[src/rtl/i2c_target_rx.sv]
// Write-only I2C target receiver: ACKs its own address on writes and
// hands each received data byte to local logic over valid/ready.
module i2c_target_rx #(
   parameter logic [6:0] TARGET_ADDR = 7'h50,
   parameter int         SYNC_STAGES = 2
) (
   input  logic       sys_clk,
   input  logic       rst,
   input  logic       scl_in,
   input  logic       sda_in,
   output logic       sda_oe,
   output logic [7:0] rx_data,
   output logic       rx_valid,
   input  logic       rx_ready,
   output logic       busy,
   output logic       rx_overrun
);

   typedef enum logic [2:0] {
      IDLE,
      ADDR,
      ADDR_ACK,
      DATA,
      DATA_ACK,
      IGNORE
   } state_t;

   state_t                 state_q;
   logic [SYNC_STAGES-1:0] scl_sync_q;
   logic [SYNC_STAGES-1:0] sda_sync_q;
   logic                   scl_prev_q;
   logic                   sda_prev_q;
   logic [7:0]             shift_q;
   logic [2:0]             bit_cnt_q;
   logic                   full_q;
   logic                   sda_oe_q;
   logic [7:0]             rx_data_q;
   logic                   rx_valid_q;
   logic                   busy_q;
   logic                   overrun_q;

   logic scl_s;
   logic sda_s;
   logic scl_rise;
   logic scl_fall;
   logic start_ev;
   logic stop_ev;

   assign scl_s    = scl_sync_q[SYNC_STAGES-1];
   assign sda_s    = sda_sync_q[SYNC_STAGES-1];
   assign scl_rise = scl_s & ~scl_prev_q;
   assign scl_fall = ~scl_s & scl_prev_q;
   // SDA edges only count as bus conditions while SCL is stably high
   assign start_ev = scl_s & scl_prev_q & sda_prev_q & ~sda_s;
   assign stop_ev  = scl_s & scl_prev_q & ~sda_prev_q & sda_s;

   assign sda_oe     = sda_oe_q;
   assign rx_data    = rx_data_q;
   assign rx_valid   = rx_valid_q;
   assign busy       = busy_q;
   assign rx_overrun = overrun_q;

   // Pin synchronizers followed by one edge-detect register
   always_ff @(posedge sys_clk) begin
      if (rst) begin
         scl_sync_q <= '1;
         sda_sync_q <= '1;
         scl_prev_q <= 1'b1;
         sda_prev_q <= 1'b1;
      end else begin
         scl_sync_q <= {scl_sync_q[SYNC_STAGES-2:0], scl_in};
         sda_sync_q <= {sda_sync_q[SYNC_STAGES-2:0], sda_in};
         scl_prev_q <= scl_s;
         sda_prev_q <= sda_s;
      end
   end

   // Protocol FSM: bus conditions override clocking, fall beats rise
   always_ff @(posedge sys_clk) begin
      if (rst) begin
         state_q    <= IDLE;
         shift_q    <= 8'h00;
         bit_cnt_q  <= 3'd0;
         full_q     <= 1'b0;
         sda_oe_q   <= 1'b0;
         rx_data_q  <= 8'h00;
         rx_valid_q <= 1'b0;
         busy_q     <= 1'b0;
         overrun_q  <= 1'b0;
      end else begin
         rx_valid_q <= 1'b0;
         if (start_ev) begin
            state_q   <= ADDR;
            bit_cnt_q <= 3'd0;
            full_q    <= 1'b0;
            sda_oe_q  <= 1'b0;
            busy_q    <= 1'b0;
         end else if (stop_ev) begin
            state_q   <= IDLE;
            bit_cnt_q <= 3'd0;
            full_q    <= 1'b0;
            sda_oe_q  <= 1'b0;
            busy_q    <= 1'b0;
         end else begin
            unique case (state_q)
               IDLE: ;
               ADDR, DATA: begin
                  if (scl_fall && full_q) begin
                     full_q <= 1'b0;
                     if (state_q == ADDR) begin
                        if (shift_q[7:1] == TARGET_ADDR && !shift_q[0]) begin
                           sda_oe_q <= 1'b1;
                           busy_q   <= 1'b1;
                           state_q  <= ADDR_ACK;
                        end else begin
                           sda_oe_q <= 1'b0;
                           state_q  <= IGNORE;
                        end
                     end else if (rx_ready) begin
                        rx_data_q  <= shift_q;
                        rx_valid_q <= 1'b1;
                        sda_oe_q   <= 1'b1;
                        state_q    <= DATA_ACK;
                     end else begin
                        overrun_q <= 1'b1;
                        sda_oe_q  <= 1'b0;
                        state_q   <= IGNORE;
                     end
                  end else if (scl_rise && !full_q) begin
                     shift_q   <= {shift_q[6:0], sda_s};
                     bit_cnt_q <= bit_cnt_q + 3'd1;
                     full_q    <= (bit_cnt_q == 3'd7);
                  end
               end
               ADDR_ACK, DATA_ACK: begin
                  if (scl_fall) begin
                     sda_oe_q  <= 1'b0;
                     bit_cnt_q <= 3'd0;
                     full_q    <= 1'b0;
                     state_q   <= DATA;
                  end
               end
               IGNORE: sda_oe_q <= 1'b0;
               default: state_q <= IDLE;
            endcase
         end
      end
   end

endmodule
[config.mk]
export PLATFORM = sky130hd
export DESIGN_NAME = i2c_target_rx
export DESIGN_NICKNAME = d
export VERILOG_FILES = /design/src/rtl/i2c_target_rx.sv
export SDC_FILE = /design/constraint.sdc
export NUM_CORES = 1
export LEC_CHECK = 0
export ABC_AREA = 1
export CELL_PAD_IN_SITES_DETAIL_PLACEMENT = 1
export CELL_PAD_IN_SITES_GLOBAL_PLACEMENT = 1
export CORE_MARGIN = 8
export CORE_UTILIZATION = 26
export DETAILED_ROUTE_END_ITERATION = 10
export DONT_BUFFER_PORTS = 1
export PLACE_DENSITY = 0.45
export SYNTH_ARGS = -nofsm -noshare
export SYNTH_HDL_FRONTEND = slang
export SYNTH_SLANG_ARGS = --single-unit
[constraint.sdc]
create_clock -name sys_clk -period 2.5 [get_ports sys_clk]
set_clock_uncertainty 0.1 [all_clocks]
set_input_delay 0 -clock sys_clk [delete_from_list [all_inputs] [get_ports sys_clk]]
set_output_delay 0 -clock sys_clk [all_outputs]
set_load 0.01 [all_outputs]
==> results of run 1 <==
[routing by layer]
metal  vias up  share of wire
met5         -              0
met4         0         0.0097
met3         4          0.033
met2        10           0.51
met1       539           0.45
li1        588              -
[stage by stage]
stage,power [mW],util,hold slack (ns),instance area [um2],setup WS (ns)
after floorplan,0.864,-,-0.0276,1400,1.25
after global placement,0.929,0.282,-0.0254,1450,0.853
after detailed placement,0.938,0.282,-0.0234,1450,0.714
after CTS,1.33,0.308,0.0604,1580,0.714
after global routing,1.41,0.308,0.0849,1580,0.537
final,1.31,0.308,0.0300,1580,0.756
[layout by cell type, fill, tap and decap left out]
cell	Yosys	final
o21ai_1	9	9
nor4_1	1	1
nor2_1	21	21
nand3_2	3	3
nand2_4	1	1
inv_1	19	19
nand2_1	27	27
a21oi_1	17	17
nor3_1	1	1
clkbuf_1	0	1
dlygate4sd3_1	0	5
o21ai_0	9	9
ha_1	2	2
inv_2	4	4
o21a_1	1	1
a21oi_2	3	3
nor3_4	1	1
nand2_2	2	2
nor2_4	1	1
o21ai_2	2	2
nand4_1	1	1
a22oi_1	2	2
or2_2	4	4
dfxtp_1	33	33
clkinv_2	0	2
nand3_1	9	9
clkbuf_8	0	5
[kinds of logic (layout without fill, tap and decap cells)]
kind of cell	after synthesis	count (layout)	share of synthesized area
buf+inv	26	36	0.0893
simple gates	72	72	0.249
fa+ha+maj	2	2	0.0179
flops	33	33	0.471
compound gates	43	43	0.172
[state kept, by name (all words and copies together) (netlist names)]
name and count:
scl_prev_q 1, busy 1, rx_overrun 1, shift_q 8, bit_cnt_q 3, state_q 3
sda_prev_q 1, sda_oe 1, scl_sync_q 2, rx_valid 1, rx_data 8, sda_sync_q 2
full_q 1
[cell usage after synthesis (all sizes together)]
library cell   n  area [um2]
ha             2        25.0
nand4          1        6.26
nand3         12        75.1
nor4           1        6.26
nor3           2        21.3
a22oi          2        15.0
o21ai         20         108
a21oi         20         111
or2            4        25.0
buf            3        38.8
o21a           1        7.51
nor2          22        90.1
nand2         30         125
dfxtp         33         661
inv           23        86.3
[layout make-up]
class	count	area [um2]	share of cell area
sequential	33	661	0.417
multi-input combinational	117	616	0.389
tap	70	87.6	0.0553
inverter	23	86.3	0.0545
clock buffer	6	72.6	0.0458
timing repair buffer	5	50.0	0.0316
clock inverter	2	10.0	0.00632
[power by group through the flow]
stage          clock network, mW  logic [mW]  registers, mW
3_5_place_dp                   0       0.336          0.602
2_1_floorplan                  0       0.270          0.594
4_1_cts                    0.402       0.344          0.590
6_report                   0.384       0.338          0.589
5_1_grt                    0.426       0.385          0.595
3_3_place_gp                   0       0.330          0.600
[worst register-to-register path: cells and delay by family (launching register included)]
| family | cells | cell delay [ns] |
|---|---|---|
| simple gates | 5 | 0.87 |
| buf+inv | 2 | 0.27 |
| flops | 1 | 0.41 |
[timing repair]
item / 4_1_cts / 5_1_grt
hold buffers: 5 / 0
resized for setup: 0 / 0
endpoints found under the hold margin: 20 / 0
[worst paths after layout]
kind	startpoint	endpoint	slack (ns)
setup / recovery	state_q[2]	rx_data[5]	0.76
hold / removal	rst	scl_prev_q	0.03
setup reg to reg	state_q[2]	rx_data[5]	0.76
hold reg to reg	scl_sync_q[0]	scl_sync_q[1]	0.32
==> reports/results.txt, run 1 <==
FF-to-FF path depth = 7
slowest stage delay, CP = 0.50 ns
Antenna diodes = 0
Nets = 192
Worst setup EP type = flop
final setup TNS = 0 ns
Clock Power Share = 0.293
grt ovf = 0
placed cell count = 243
Startpoint Class = flop
DR vias = 1,141
Final HPWL DP = 2.60 mm
clk sinks = 33
Comb power frac = 0.258
slowest stage cell, crit path = nor3_4
Filler cells = 655
HP Class = in2reg
latest clock arrival within the worst-skew pair = 0.28 ns
WL per Instance = 13.8 um
die area = 8000 um2
CP Class = reg2reg
Vias/cell = 4.46
post-synthesis cell count = 176
Flop pwr share = 0.449
drt drc = 0
synthesized cell area = 1400 um2
layout cell share with drive strength beyond 1 = 0.151
maximum vdd ir drop = 0.283 mV
DRT Wirelength = 3.52 mm
Power Dens Cells = 828 nW/um2
NetSw = 453 uW
CTS clk-pin slew, worst paths = 0.07 ns
Final ANT Viol Nets = 0
Starting Density = 0.273
postcts setup bufs = 0
GRT Max-Usage Layer = met2
maximum buffer depth of the clock tree = 2
Port Buffers = 0
max-cap viol count = 0
count of final setup violators = 0
Peak Freq = 573 MHz
Seq cells post-synth = 33
minimum clock period = 1.74 ns
pin count of the biggest net entering global routing = 20
RSZ-0062 raised after global routing = no
GR Layer Usage met1 = 0.110
internal power = 857 uW
Hold Path Depth = 2
Crit path max-delay family = simple AND/OR/NAND/NOR gates
Seq/Total Area, Yosys = 0.471
H-tree depth = 2
Tcrit/Tclk final = 0.698
Mapped Nets = 183
Die Y = 89.4 um
routing usage on met3 = 0.0377
Pins Over Slew Limit = 0
CP Max Fanout = 15
global routing met2 resource utilization = 0.175
switching part of the total = 0.346
Cell variety after synth = 26
initial antenna violation count = 0
Slew @ Worst Pin = 0.639 ns
Synth warnings = 0
DRT Pass-1 Iters = 2
vias in the first global route = 1,247
most used cell, CP = nor2_1
clk root buf = clkbuf_8
gr usage total = 0.101
Buffers & Inverters on Critical Path = 2
I/O pin total = 17
CTS tree = built
CP cell instances = inv_2, nand3_1, nand2_2, nor3_4, inv_1, nor2_1, nor2_1
Max-slew headroom = 0.573
status = completed
Std-Cell Rows = 26
Layout area overhead = 12.9%
Stages on worst setup path = 7
first-pass GRT wire length = 6.09 mm
total CTS buffers = 5
Starting DRT DRC Count = 34
total core area = 5140 um2
Final GP Congestion = 0.758
Mean Syn Cell Area = 7.96 um2
Non-Filler Instances = 256
Worst Path Required = 2.57 ns
Die W = 89.4 um
static leakage = 0.673 nW
Final Hold Fails = 0
CP arrival = 1.82 ns
(Power assumes the default switching activity.)
==> run 2, diff against run 1 <==
ABC_AREA = 0   (was 1)
clock period = 1.45 ns   (was 2.5 ns; I/O delays follow)
==> run 2 against run 1 <==
Net effect: the flow now finishes with violations (negative hold slack, negative setup slack); critical path depth is 2 lower; global-route usage is 0.43 points lower; first-iteration DRC count up 62%; wire length rose by 9.6%; power is 32% higher; setup slack lost 0.80 ns; sequential cell count did not move; synthesized area is 3.7% higher; sequential power increased by 57%; largest cell class is now multi-input combinational cells.
==> reports/results.txt, run 2 <==
failing checks = negative hold slack, negative setup slack
Max-slew headroom = 0.808
Antenna diodes = 0
Final GP Congestion = 0.716
CTS tree = built
Starting DRT DRC Count = 55
clk root buf = clkbuf_8
max-cap viol count = 0
Layout area overhead = 32.4%
vias in the first global route = 1,290
Die W = 90.7 um
most common cell in the netlist = dfxtp_1
die area = 8230 um2
Most used DFF post-synth = dfxtp_1
fin area = 1920 um2
DRT Wirelength = 3.86 mm
Final Hold Fails = 28
minimum clock period = 1.50 ns
Tcrit/Tclk final = 1.03
Peak Freq = 669 MHz
latest clock arrival within the worst-skew pair = 0.28 ns
drt drc = 0
maximum vdd ir drop = 0.553 mV
final hold slack = -0.332 ns
Seq/Total Area, Yosys = 0.455
Slew @ Worst Pin = 0.287 ns
Synth warnings = 0
Die Y = 90.7 um
CTS clk-pin slew, worst paths = 0.07 ns
Starting Density = 0.267
Power Dens Cells = 898 nW/um2
Seq cells post-synth = 33
Worst setup EP type = flop
Startpoint Class = flop
Std-Cell Rows = 27
Area after DPL = 1680 um2
Nets = 195
clk sinks = 33
I/O pin total = 17
status = finished, violations left
DR vias = 1,218
top cell type's share of synthesized area = 0.455
total power = 1.73 mW
Mean Syn Cell Area = 9.31 um2
layout cell share with drive strength beyond 1 = 0.309
CP arrival = 1.61 ns
hold buffers post-CTS = 7
Vias/cell = 4.68
static leakage = 0.805 nW
Worst Path Required = 1.56 ns
final worst-path setup slack = -0.0455 ns
Final ANT Viol Nets = 0
largest area contributor in the netlist = dfxtp_1
post-synthesis cell count = 156
Cell variety after synth = 41
Port Buffers = 0
WL per Instance = 14.8 um
Synth area leaders = dfxtp_1 45%, mux2i_1 11%, nor2_1 5.9%, a21oi_1 2.8%, or2_2 2.6%
Async SR Flop Fraction = 0
commonest non-fill, non-tap cell in the layout = dfxtp_1
Pins Over Slew Limit = 0
Post-synth EDFFs = 0
RSZ-0062 raised after global routing = yes
DRT Pass-1 Iters = 4
CP Max Fanout = 14
Final HPWL DP = 2.68 mm
count of final setup violators = 3
most frequent cells after synthesis = 33 x dfxtp_1, 23 x nor2_1, 16 x mux2i_1
most frequent cells in the layout = 28 x dfxtp_1, 23 x nor2_1, 21 x buf_4
synthesized cell area = 1450 um2
gr usage total = 0.0963
grt ovf = 0
maximum buffer depth of the clock tree = 2
H-tree depth = 2
CP Class = reg2reg
Mapped Nets = 163
first-pass GRT wire length = 6.38 mm
pin count of the biggest net entering global routing = 27
HP Class = in2reg
total CTS buffers = 5
total core area = 5440 um2
initial antenna violation count = 0
run 2: metal layers:
layer | global-route usage | vias to the layer above | wire [um]
met1 | 0.113 | 591 | 1740
met4 | 0.0374 | 0 | 47
met2 | 0.155 | 14 | 1850
met3 | 0.0357 | 5 | 222
met5 | 0 | - | 0
li1 | - | 608 | -
run 2: per-stage QoR:
| stage | instances | setup slack, ns | setup TNS [ns] | util |
|---|---|---|---|---|
| after floorplan | 156 | 0.0466 | 0 | - |
| after global placement | 243 | -0.101 | -0.425 | 0.309 |
| after detailed placement | 243 | -0.108 | -0.530 | 0.309 |
| after CTS | 259 | -0.0239 | -0.0724 | 0.348 |
| after global routing | 260 | -0.0958 | -0.510 | 0.354 |
| final | 260 | -0.0455 | -0.120 | 0.354 |
run 2: report_power, final:
part	total (mW)	internal (mW)	switching (mW)
registers	0.925	0.917	0.00755
clock network	0.695	0.376	0.318
logic	0.107	0.0607	0.0465
run 2: area by class of cell:
cell class                 count  area, um2
multi-input combinational    110        768
clock buffer                   7       86.3
sequential                    33        667
fill                         638       3520
inverter                       5       18.8
timing repair buffer          33        293
tap                           72       90.1
run 2: critical path, stage by stage, from the launching register on:
cell and delay, ns:
dfxtp_2 0.35, and4bb_1 0.20, nor2b_4 0.13, buf_12 0.14
or3b_4 0.37, a21oi_2 0.13
run 2: repair_timing:
item,CTS,global route
endpoints found under the setup margin,10,20
endpoints found under the hold margin,33,23
pin swaps,8,2
resized for setup,12,7
buffers inserted,3,2
run 2: worst paths after layout:
check | from | endpoint | slack, ns | cells past startpoint
max | state_q[2] | bit_cnt_q[0] | -0.05 | 5
min | rst | state_q[0] | -0.33 | 1
max reg2reg | state_q[2] | bit_cnt_q[0] | -0.05 | 5
min reg2reg | rx_overrun | rx_overrun | 0.45 | 2
run 2: logic make-up after synthesis:
| logic type | Yosys count | synth area share |
|---|---|---|
| multiplexers | 16 | 0.110 |
| flip-flops | 33 | 0.455 |
| AO/OA/AOI/OAI | 27 | 0.120 |
| adder cells (fa/ha/maj) | 2 | 0.0172 |
| AND/OR/NAND/NOR | 63 | 0.242 |
| XOR/XNOR | 2 | 0.0121 |
| buffers and inverters | 13 | 0.0439 |
